File: src/rtl/segre_mem_arbiter_if.sv
// rtl/segre_mem_arbiter_if.sv - requester and main-memory bundle of the SEGRE memory arbiter
// master is the arbiter view; slave is the requesters/memory view.
interface segre_mem_arbiter_if #(
    parameter int NUM_CH = 2,
    parameter int ADDR_W = 32,
    parameter int DATA_W = 32
);
    localparam int SEL_W = (NUM_CH > 1) ? $clog2(NUM_CH) : 1;

    logic [NUM_CH-1:0]        req_i;
    logic [NUM_CH-1:0]        we_i;
    logic [NUM_CH*ADDR_W-1:0] addr_i;
    logic [NUM_CH*DATA_W-1:0] wdata_i;
    logic [NUM_CH-1:0]        gnt_o;
    logic [NUM_CH-1:0]        rvalid_o;
    logic [DATA_W-1:0]        rdata_o;
    logic                     busy_o;
    logic [SEL_W-1:0]         sel_o;

    logic                     mem_req_o;
    logic                     mem_we_o;
    logic [ADDR_W-1:0]        mem_addr_o;
    logic [DATA_W-1:0]        mem_wdata_o;
    logic                     mem_ready_i;
    logic                     mem_rvalid_i;
    logic [DATA_W-1:0]        mem_rdata_i;

    modport master (
        input  req_i, we_i, addr_i, wdata_i, mem_ready_i, mem_rvalid_i, mem_rdata_i,
        output gnt_o, rvalid_o, rdata_o, busy_o, sel_o,
               mem_req_o, mem_we_o, mem_addr_o, mem_wdata_o
    );

    modport slave (
        output req_i, we_i, addr_i, wdata_i, mem_ready_i, mem_rvalid_i, mem_rdata_i,
        input  gnt_o, rvalid_o, rdata_o, busy_o, sel_o,
               mem_req_o, mem_we_o, mem_addr_o, mem_wdata_o
    );
endinterface

File: src/rtl/segre_mem_arbiter.sv
// rtl/segre_mem_arbiter.sv - N-channel single-outstanding main-memory arbiter (IDLE/REQ/WAIT)
// Optional SEGRE_ARB_RR_EN: round-robin arbitration; otherwise fixed priority, lowest index wins.
module segre_mem_arbiter #(
    parameter int NUM_CH = 2,
    parameter int ADDR_W = 32,
    parameter int DATA_W = 32
) (
    input  logic               clk_i,
    input  logic               rsn_i,
    segre_mem_arbiter_if.master bus
);
    localparam int SEL_W = (NUM_CH > 1) ? $clog2(NUM_CH) : 1;

    typedef enum logic [1:0] {
        IDLE,
        REQ,
        WAIT
    } state_t;

    state_t              state_q, state_d;
    logic [SEL_W-1:0]    sel_q, sel_d;
    logic                we_q, we_d;
    logic [ADDR_W-1:0]   addr_q, addr_d;
    logic [DATA_W-1:0]   wdata_q, wdata_d;
`ifdef SEGRE_ARB_RR_EN
    logic [SEL_W-1:0]    ptr_q, ptr_d;
`endif

    logic                any_req;
    logic                arb_en;
    logic                take;
    logic                resp;
    logic [SEL_W-1:0]    win;

    always_comb begin
        any_req = |bus.req_i;
        win     = '0;
`ifdef SEGRE_ARB_RR_EN
        // Walk backwards so the channel closest after the last winner is assigned last.
        for (int k = NUM_CH; k >= 1; k--) begin
            if (bus.req_i[(int'(ptr_q) + k) % NUM_CH]) begin
                win = SEL_W'((int'(ptr_q) + k) % NUM_CH);
            end
        end
`else
        for (int i = NUM_CH - 1; i >= 0; i--) begin
            if (bus.req_i[i]) begin
                win = SEL_W'(i);
            end
        end
`endif
    end

    // Re-arbitration on the completion cycle removes the IDLE bubble between transactions.
    assign arb_en = (state_q == IDLE) || ((state_q == WAIT) && bus.mem_rvalid_i);
    assign take   = arb_en && any_req;
    assign resp   = (state_q == WAIT) && bus.mem_rvalid_i;

    always_comb begin
        state_d = state_q;
        sel_d   = sel_q;
        we_d    = we_q;
        addr_d  = addr_q;
        wdata_d = wdata_q;
`ifdef SEGRE_ARB_RR_EN
        ptr_d   = ptr_q;
`endif
        case (state_q)
            IDLE: state_d = IDLE;
            REQ: begin
                if (bus.mem_ready_i) begin
                    state_d = WAIT;
                end
            end
            WAIT: begin
                if (bus.mem_rvalid_i) begin
                    state_d = IDLE;
                end
            end
            default: state_d = IDLE;
        endcase
        if (take) begin
            state_d = REQ;
            sel_d   = win;
            we_d    = bus.we_i[win];
            addr_d  = bus.addr_i[int'(win)*ADDR_W +: ADDR_W];
            wdata_d = bus.wdata_i[int'(win)*DATA_W +: DATA_W];
`ifdef SEGRE_ARB_RR_EN
            ptr_d   = win;
`endif
        end
    end

    always_ff @(posedge clk_i or negedge rsn_i) begin
        if (!rsn_i) begin
            state_q <= IDLE;
            sel_q   <= '0;
            we_q    <= 1'b0;
            addr_q  <= '0;
            wdata_q <= '0;
`ifdef SEGRE_ARB_RR_EN
            ptr_q   <= SEL_W'(NUM_CH - 1);
`endif
        end else begin
            state_q <= state_d;
            sel_q   <= sel_d;
            we_q    <= we_d;
            addr_q  <= addr_d;
            wdata_q <= wdata_d;
`ifdef SEGRE_ARB_RR_EN
            ptr_q   <= ptr_d;
`endif
        end
    end

    // Grant is combinational from req_i, so it must be gated by reset explicitly.
    assign bus.gnt_o       = (take && rsn_i) ? (NUM_CH'(1) << win) : '0;
    assign bus.rvalid_o    = resp ? (NUM_CH'(1) << sel_q) : '0;
    assign bus.rdata_o     = resp ? bus.mem_rdata_i : '0;
    assign bus.busy_o      = (state_q != IDLE);
    assign bus.sel_o       = sel_q;
    assign bus.mem_req_o   = (state_q == REQ);
    assign bus.mem_we_o    = we_q;
    assign bus.mem_addr_o  = addr_q;
    assign bus.mem_wdata_o = wdata_q;

endmodule

File: src/flat_wrapper.sv
// flat-port wrapper written by rule: the top's interface ports become plain ports
module segre_mem_arbiter_flat 
#(
    parameter int NUM_CH = 2,
    parameter int ADDR_W = 32,
    parameter int DATA_W = 32
)
  (clk_i, rsn_i, bus_req_i, bus_we_i, bus_addr_i, bus_wdata_i, bus_mem_ready_i, bus_mem_rvalid_i, bus_mem_rdata_i, bus_gnt_o, bus_rvalid_o, bus_rdata_o, bus_busy_o, bus_sel_o, bus_mem_req_o, bus_mem_we_o, bus_mem_addr_o, bus_mem_wdata_o);
  segre_mem_arbiter_if #(.NUM_CH(NUM_CH), .ADDR_W(ADDR_W), .DATA_W(DATA_W)) bus_i ();
  input  logic clk_i;
  input  logic rsn_i;
  input wire logic [$bits(bus_i.req_i)-1:0] bus_req_i;
  input wire logic [$bits(bus_i.we_i)-1:0] bus_we_i;
  input wire logic [$bits(bus_i.addr_i)-1:0] bus_addr_i;
  input wire logic [$bits(bus_i.wdata_i)-1:0] bus_wdata_i;
  input wire logic [$bits(bus_i.mem_ready_i)-1:0] bus_mem_ready_i;
  input wire logic [$bits(bus_i.mem_rvalid_i)-1:0] bus_mem_rvalid_i;
  input wire logic [$bits(bus_i.mem_rdata_i)-1:0] bus_mem_rdata_i;
  output wire logic [$bits(bus_i.gnt_o)-1:0] bus_gnt_o;
  output wire logic [$bits(bus_i.rvalid_o)-1:0] bus_rvalid_o;
  output wire logic [$bits(bus_i.rdata_o)-1:0] bus_rdata_o;
  output wire logic [$bits(bus_i.busy_o)-1:0] bus_busy_o;
  output wire logic [$bits(bus_i.sel_o)-1:0] bus_sel_o;
  output wire logic [$bits(bus_i.mem_req_o)-1:0] bus_mem_req_o;
  output wire logic [$bits(bus_i.mem_we_o)-1:0] bus_mem_we_o;
  output wire logic [$bits(bus_i.mem_addr_o)-1:0] bus_mem_addr_o;
  output wire logic [$bits(bus_i.mem_wdata_o)-1:0] bus_mem_wdata_o;
  assign bus_i.req_i = bus_req_i;
  assign bus_i.we_i = bus_we_i;
  assign bus_i.addr_i = bus_addr_i;
  assign bus_i.wdata_i = bus_wdata_i;
  assign bus_i.mem_ready_i = bus_mem_ready_i;
  assign bus_i.mem_rvalid_i = bus_mem_rvalid_i;
  assign bus_i.mem_rdata_i = bus_mem_rdata_i;
  assign bus_gnt_o = bus_i.gnt_o;
  assign bus_rvalid_o = bus_i.rvalid_o;
  assign bus_rdata_o = bus_i.rdata_o;
  assign bus_busy_o = bus_i.busy_o;
  assign bus_sel_o = bus_i.sel_o;
  assign bus_mem_req_o = bus_i.mem_req_o;
  assign bus_mem_we_o = bus_i.mem_we_o;
  assign bus_mem_addr_o = bus_i.mem_addr_o;
  assign bus_mem_wdata_o = bus_i.mem_wdata_o;
  segre_mem_arbiter #(.NUM_CH(NUM_CH), .ADDR_W(ADDR_W), .DATA_W(DATA_W)) u_core (.clk_i(clk_i), .rsn_i(rsn_i), .bus(bus_i));
endmodule
File: config.mk
export PLATFORM = sky130hd
export DESIGN_NAME = segre_mem_arbiter_flat
export DESIGN_NICKNAME = d
export VERILOG_FILES = /design/src/rtl/segre_mem_arbiter_if.sv /design/src/rtl/segre_mem_arbiter.sv /design/src/flat_wrapper.sv
export SDC_FILE = /design/constraint.sdc
export NUM_CORES = 1
export LEC_CHECK = 0
export CAP_MARGIN = 20
export CORE_UTILIZATION = 30
export DETAILED_ROUTE_END_ITERATION = 8
export PLACE_DENSITY = 0.71
export SLEW_MARGIN = 20
export SYNTH_ARGS = -nofsm -noshare
export SYNTH_HDL_FRONTEND = slang
export SYNTH_SLANG_ARGS = --single-unit
File: constraint.sdc
create_clock -name clk_i -period 1.9 [get_ports clk_i]
set_input_delay 0.19 -clock clk_i [delete_from_list [all_inputs] [get_ports clk_i]]
set_output_delay 0.19 -clock clk_i [all_outputs]
set_load 0.03 [all_outputs]
Word level (Yosys, flattened, before mapping):

Index checks and enable logic that the tools add are counted.
W data, S select, Z words.

* div/mod/pow operators: 0
* $add $sub $neg: 0
* mux-type cells: 11
* $lt $le $gt $ge: 1
* bitwise logic cells: 0
* equality and inequality tests: 4
* $mul: 0
* reductions and logical operators: 8
* shifts and indexed selects: 4

Operator list (number)
* $shiftx A64 B7 Y32: 2
* $mux W32: 1
* $mux W2: 5
* $ne A3 B2 Y1 const B: 2
* $mux W1: 4
* $pmux W2 S2: 1
* $shl A1 B1 Y2 const A: 2
* $logic_and A1 B1 Y1: 3
* $eq A2 B1 Y1 const B: 1
* $eq A2 B2 Y1 const B: 1
* $logic_not A2 Y1: 1
* $lt A1 B2 Y1 const B: 1
* $reduce_and A2 Y1: 1
* $reduce_bool A2 Y1: 1
* $reduce_or A2 Y1: 1
* $logic_or A1 B1 Y1: 1

* output and inout bits: 104
* memories: 0
* input port bits: 168
* flip-flop bits (word level): 68
* logic and storage cells: 33
* ROM bits: 0
* bits in latches: 0
* bits in writable memories: 0

Logic depth before layout (Yosys ltp):

Gate-level depths: netlist of run 1.

* word-level depth: 6
* gate-level depth with buffers: 5

Least setup slack after synthesis of run 1:

OpenSTA, ideal clock, no wires.

* kind: reg2reg
* start: register u_core.state_q[1]
* end: register u_core.addr_q[0], in the netlist u_core.bus.mem_addr_o[0]
* cell stages (with the launch flop): 6
* period minus slack after synthesis: 1.523 ns
* path slack: 0.377 ns
* path buffers: 2
* setup time: 0.125 ns
* arrival: 1.398 ns
* cell sequence: dfrtp_1 -> nor2b_2 -> nor3_2 -> buf_4 -> buf_6 -> mux2_2

* longest elaborated chain between the ends: 4

Ends and longest elaborated chain
* from (decl): line segre_mem_arbiter.sv:20 `state_t state_q, state_d;`
* from (signal assigned): line segre_mem_arbiter.sv:105 `state_q <= state_d;`
* $eq A2 B2 Y1: line segre_mem_arbiter.sv:55 `assign arb_en = (state_q == IDLE) || ((state_q == WAIT) && bus.mem_rvalid_i);`
* $logic_and A1 B1 Y1: line segre_mem_arbiter.sv:55
* $logic_or A1 B1 Y1 (*): line segre_mem_arbiter.sv:55
* $logic_and A1 B1 Y1 (*): line segre_mem_arbiter.sv:56 `assign take = arb_en && any_req;`
* to (signal assigned): line segre_mem_arbiter.sv:108 `addr_q <= addr_d;`
* to (decl): line segre_mem_arbiter.sv:23 `logic [ADDR_W-1:0] addr_q, addr_d;`

Mark *: on every way between the ends. The rest lies on a longest branch, timed or not.
A chain may end at the register's enable or synchronous reset.

Worst setup path after layout of run 1:

* start: register u_core.state_q[0]
* end: output bus_rvalid_o[0]

* longest elaborated chain between the ends: 3

Ends and longest elaborated chain
* $eq A2 B2 Y1: line segre_mem_arbiter.sv:57 `assign resp = (state_q == WAIT) && bus.mem_rvalid_i;`
* $logic_and A1 B1 Y1: line segre_mem_arbiter.sv:57
* $mux W2: line segre_mem_arbiter.sv:118 `assign bus.rvalid_o = resp ? (NUM_CH'(1) << sel_q) : '0;`
* to (decl): line flat_wrapper.sv:20 `output wire logic [$bits(bus_i.rvalid_o)-1:0] bus_rvalid_o;`

Every way passes these cells.

==> impl_results.md, run 1 <==
* Status: completed
* FP Rows at 40
* Worst skew pair latency at 0.33 ns
* Gpl congestion at 0.710
* Max-slew headroom at 0.686
* Inserted Clock Buffers at 9
* Met2 GRT Util at 0.294
* Syn nets at 433
* Tcrit/Tclk final at 0.935
* Via count at 3,138
* Number of H-tree levels at 3
* Worst setup margin at 0.123 ns
* Fillers at 1,047
* GRT Resource Usage Total at 0.172
* Largest net degree at the start of global routing at 37
* Pwr Total at 0.00962 W
* Fmax at 0.563 GHz
* Final WL at 11,200 um
* Vias in the first global route at 3,377
* DP Wirelength at 8720 um
* Core area at 12,100 um2
* Clock root cell: clkbuf_16
* Worst Setup End Kind: output port
* Post-Synthesis Cells at 265
* Initial core utilization at 0.311
* Power Density at 1400 nW/um2
* PortBufs at 271
* R2r setup slk at 0.28 ns
* Commonest non-fill, non-tap cell in the layout: clkdlybuf4s50_1
* Share of layout cells above drive strength 1 at 0.355
* Grt ovf at 0
* Slew Viols, Final at 0
* Most frequent cells in the layout: clkdlybuf4s50_1 (232), mux2_2 (91), dfrtp_1 (68), buf_4 (40), mux2_4 (39)
* Drc violations at 0
* Area of placed instances at 6600 um2
* Worst Path Arrival at 1.59 ns
* Worst VDD drop at 0.756 mV
* Warning count from the yosys run at 0
* Post-layout min period at 1.78 ns
* CP Class: flop to output port
* DP Worst Slack at -0.0359 ns
* Worst Hold Class: input pin to asynchronous set/reset pin
* Clock-pin slew on the worst setup and hold paths at 0.05 ns
* Global-route wire length before repair at 17,100 um
* Worst Max-Slew Pin Slew at 0.470 ns
* Antenna viol nets, final at 0
* CP Max Fanout at 34
* Leakage at 2.91 nW
* Top Ports at 272
* Die Y-Extent at 114 um
* Worst Clk Skew at 0.00267 ns
* Total iterations of the first detailed-routing run at 4
* Post-CTS Setup Bufs at 0
* Post-Syn Area at 3770 um2
* Max-Cap Viols at 0
* Distinct cells, synth at 20
* Ant. Diodes at 0
* Req. time, crit path at 1.71 ns
* GRT met1 Usage at 0.194
* Final setup violation count at 0
* Post-layout nets at 707
* Die area at 13,000 um2
* Post-synthesis sequential area ratio at 0.451
* Setup_tns at 0 ns
* CTS tree: done
* Global routing usage on met3 at 0.0614
* Initial antenna violation count at 0
* Synth-to-Final Area Change at 82.3%
* #FFs+latches synth at 68
* # clock sinks at 68
* Final instance area at 6880 um2
* Clock Path Buffers at 2
* Drt wl/cell at 15.8 um
* Final hold slack at 0.236 ns
* RSZ-0062 raised after global routing: no
* Vias per std cell at 4.41
* Syn_area_per_cell at 14.2 um2
* Fin. Hold Viols at 0
* Die Wd at 114 um
* Starting DRT DRC Count at 94
* Startpoint Class: flop
* Busiest grt layer: met2
==> through the flow <==
| step | instances | util |
|---|---|---|
| 6_report | 712 | 0.568 |
| 5_1_grt | 712 | 0.568 |
| 4_1_cts | 712 | 0.568 |
| 3_5_place_dp | 695 | 0.545 |
| 3_3_place_gp | 695 | 0.545 |
| 2_1_floorplan | 265 | - |
==> cells by family after synthesis <==
family                 after synthesis  synth area share
muxes                              130             0.427
DFF                                 68             0.451
and+or+nand+nor                     46            0.0770
buffers and inverters               18            0.0382
AOI/OAI and AO/OA                    3           0.00664
==> final cells by class <==
cell class,count,area [um2],share of cell area
Clock buffer,12,246,0.0358
Clock inverter,4,25.0,0.00364
Inverter,1,3.75,0.000546
Multi-Input combinational cell,179,1940,0.282
Sequential cell,68,1700,0.247
Tap cell,168,210,0.0306
Timing Repair Buffer,280,2750,0.400
==> registers in the layout, summed over array words and instances, names as in the netlist <==
| register | flops |
|---|---|
| u_core.bus.mem_addr_o | 32 |
| u_core.bus.mem_wdata_o | 32 |
| u_core.bus.mem_we_o | 1 |
| u_core.bus.sel_o | 1 |
| u_core.state_q | 2 |
==> metal layers <==
| metal | share of wire | up-vias |
|---|---|---|
| met4 | 0.021 | 0 |
| met3 | 0.092 | 18 |
| li1 | - | 1478 |
| met1 | 0.40 | 1492 |
| met5 | 0 | - |
| met2 | 0.49 | 150 |
==> critical path, stage by stage, from the launching register on <==
cell and delay [ns]:
dfrtp_1 0.46, and3b_1 0.30, buf_12 0.18, nor2b_1 0.15, buf_4 0.17
==> power breakdown <==
part           internal, W  total (W)  switching (W)
Sequential         0.00220    0.00261       0.000412
Combinational      0.00270    0.00549        0.00279
Clock             0.000914    0.00152       0.000611
Total              0.00581    0.00962        0.00381
==> worst paths after layout <==
| path | cells past startpoint | startpoint | endpoint |
|---|---|---|---|
| worst max register to register | 4 | u_core.state_q[1] | u_core.bus.mem_wdata_o[11] |
| worst min register to register | 1 | u_core.bus.mem_addr_o[18] | u_core.bus.mem_addr_o[18] |
| worst min-delay path | 2 | rsn_i | u_core.bus.mem_wdata_o[15] |
| max in group asynchronous | 3 | rsn_i | u_core.bus.mem_wdata_o[22] |
| min in group clk_i | 3 | bus_mem_ready_i | u_core.state_q[0] |
| worst max-delay path | 4 | u_core.state_q[0] | bus_rvalid_o[0] |
==> Yosys cell counts, drive strengths merged <==
cell / instances / area [um2]
a21o: 1 / 7.51
a22o: 1 / 8.76
a2bb2oi: 1 / 8.76
and2: 33 / 206
and3: 2 / 12.5
and3b: 1 / 8.76
buf: 14 / 129
clkbuf: 3 / 11.3
dfrtp: 68 / 1700
inv: 1 / 3.75
mux2: 130 / 1610
nor2: 3 / 11.3
nor2b: 4 / 27.5
nor3: 1 / 10.0
nor3b: 1 / 7.51
or2: 1 / 6.26
==> timing repair <==
action | in CTS | in global routing
endpoints found under the setup margin | 2 | 0
hold endpoints to repair | 68 | 0
resized for setup | 2 | 0
hold buffers | 1 | 0
(Power assumes the default switching activity.)
==> run 2, diff against run 1 <==
--- a/config.mk
+++ b/config.mk
@@ -9,7 +9,6 @@
 export CORE_UTILIZATION = 30
 export DETAILED_ROUTE_END_ITERATION = 8
 export PLACE_DENSITY = 0.71
-export SLEW_MARGIN = 20
 export SYNTH_ARGS = -nofsm -noshare
 export SYNTH_HDL_FRONTEND = slang
 export SYNTH_SLANG_ARGS = --single-unit
==> results of run 2 <==
No change in the layout: final DEF, timing and power equal those of run 1.
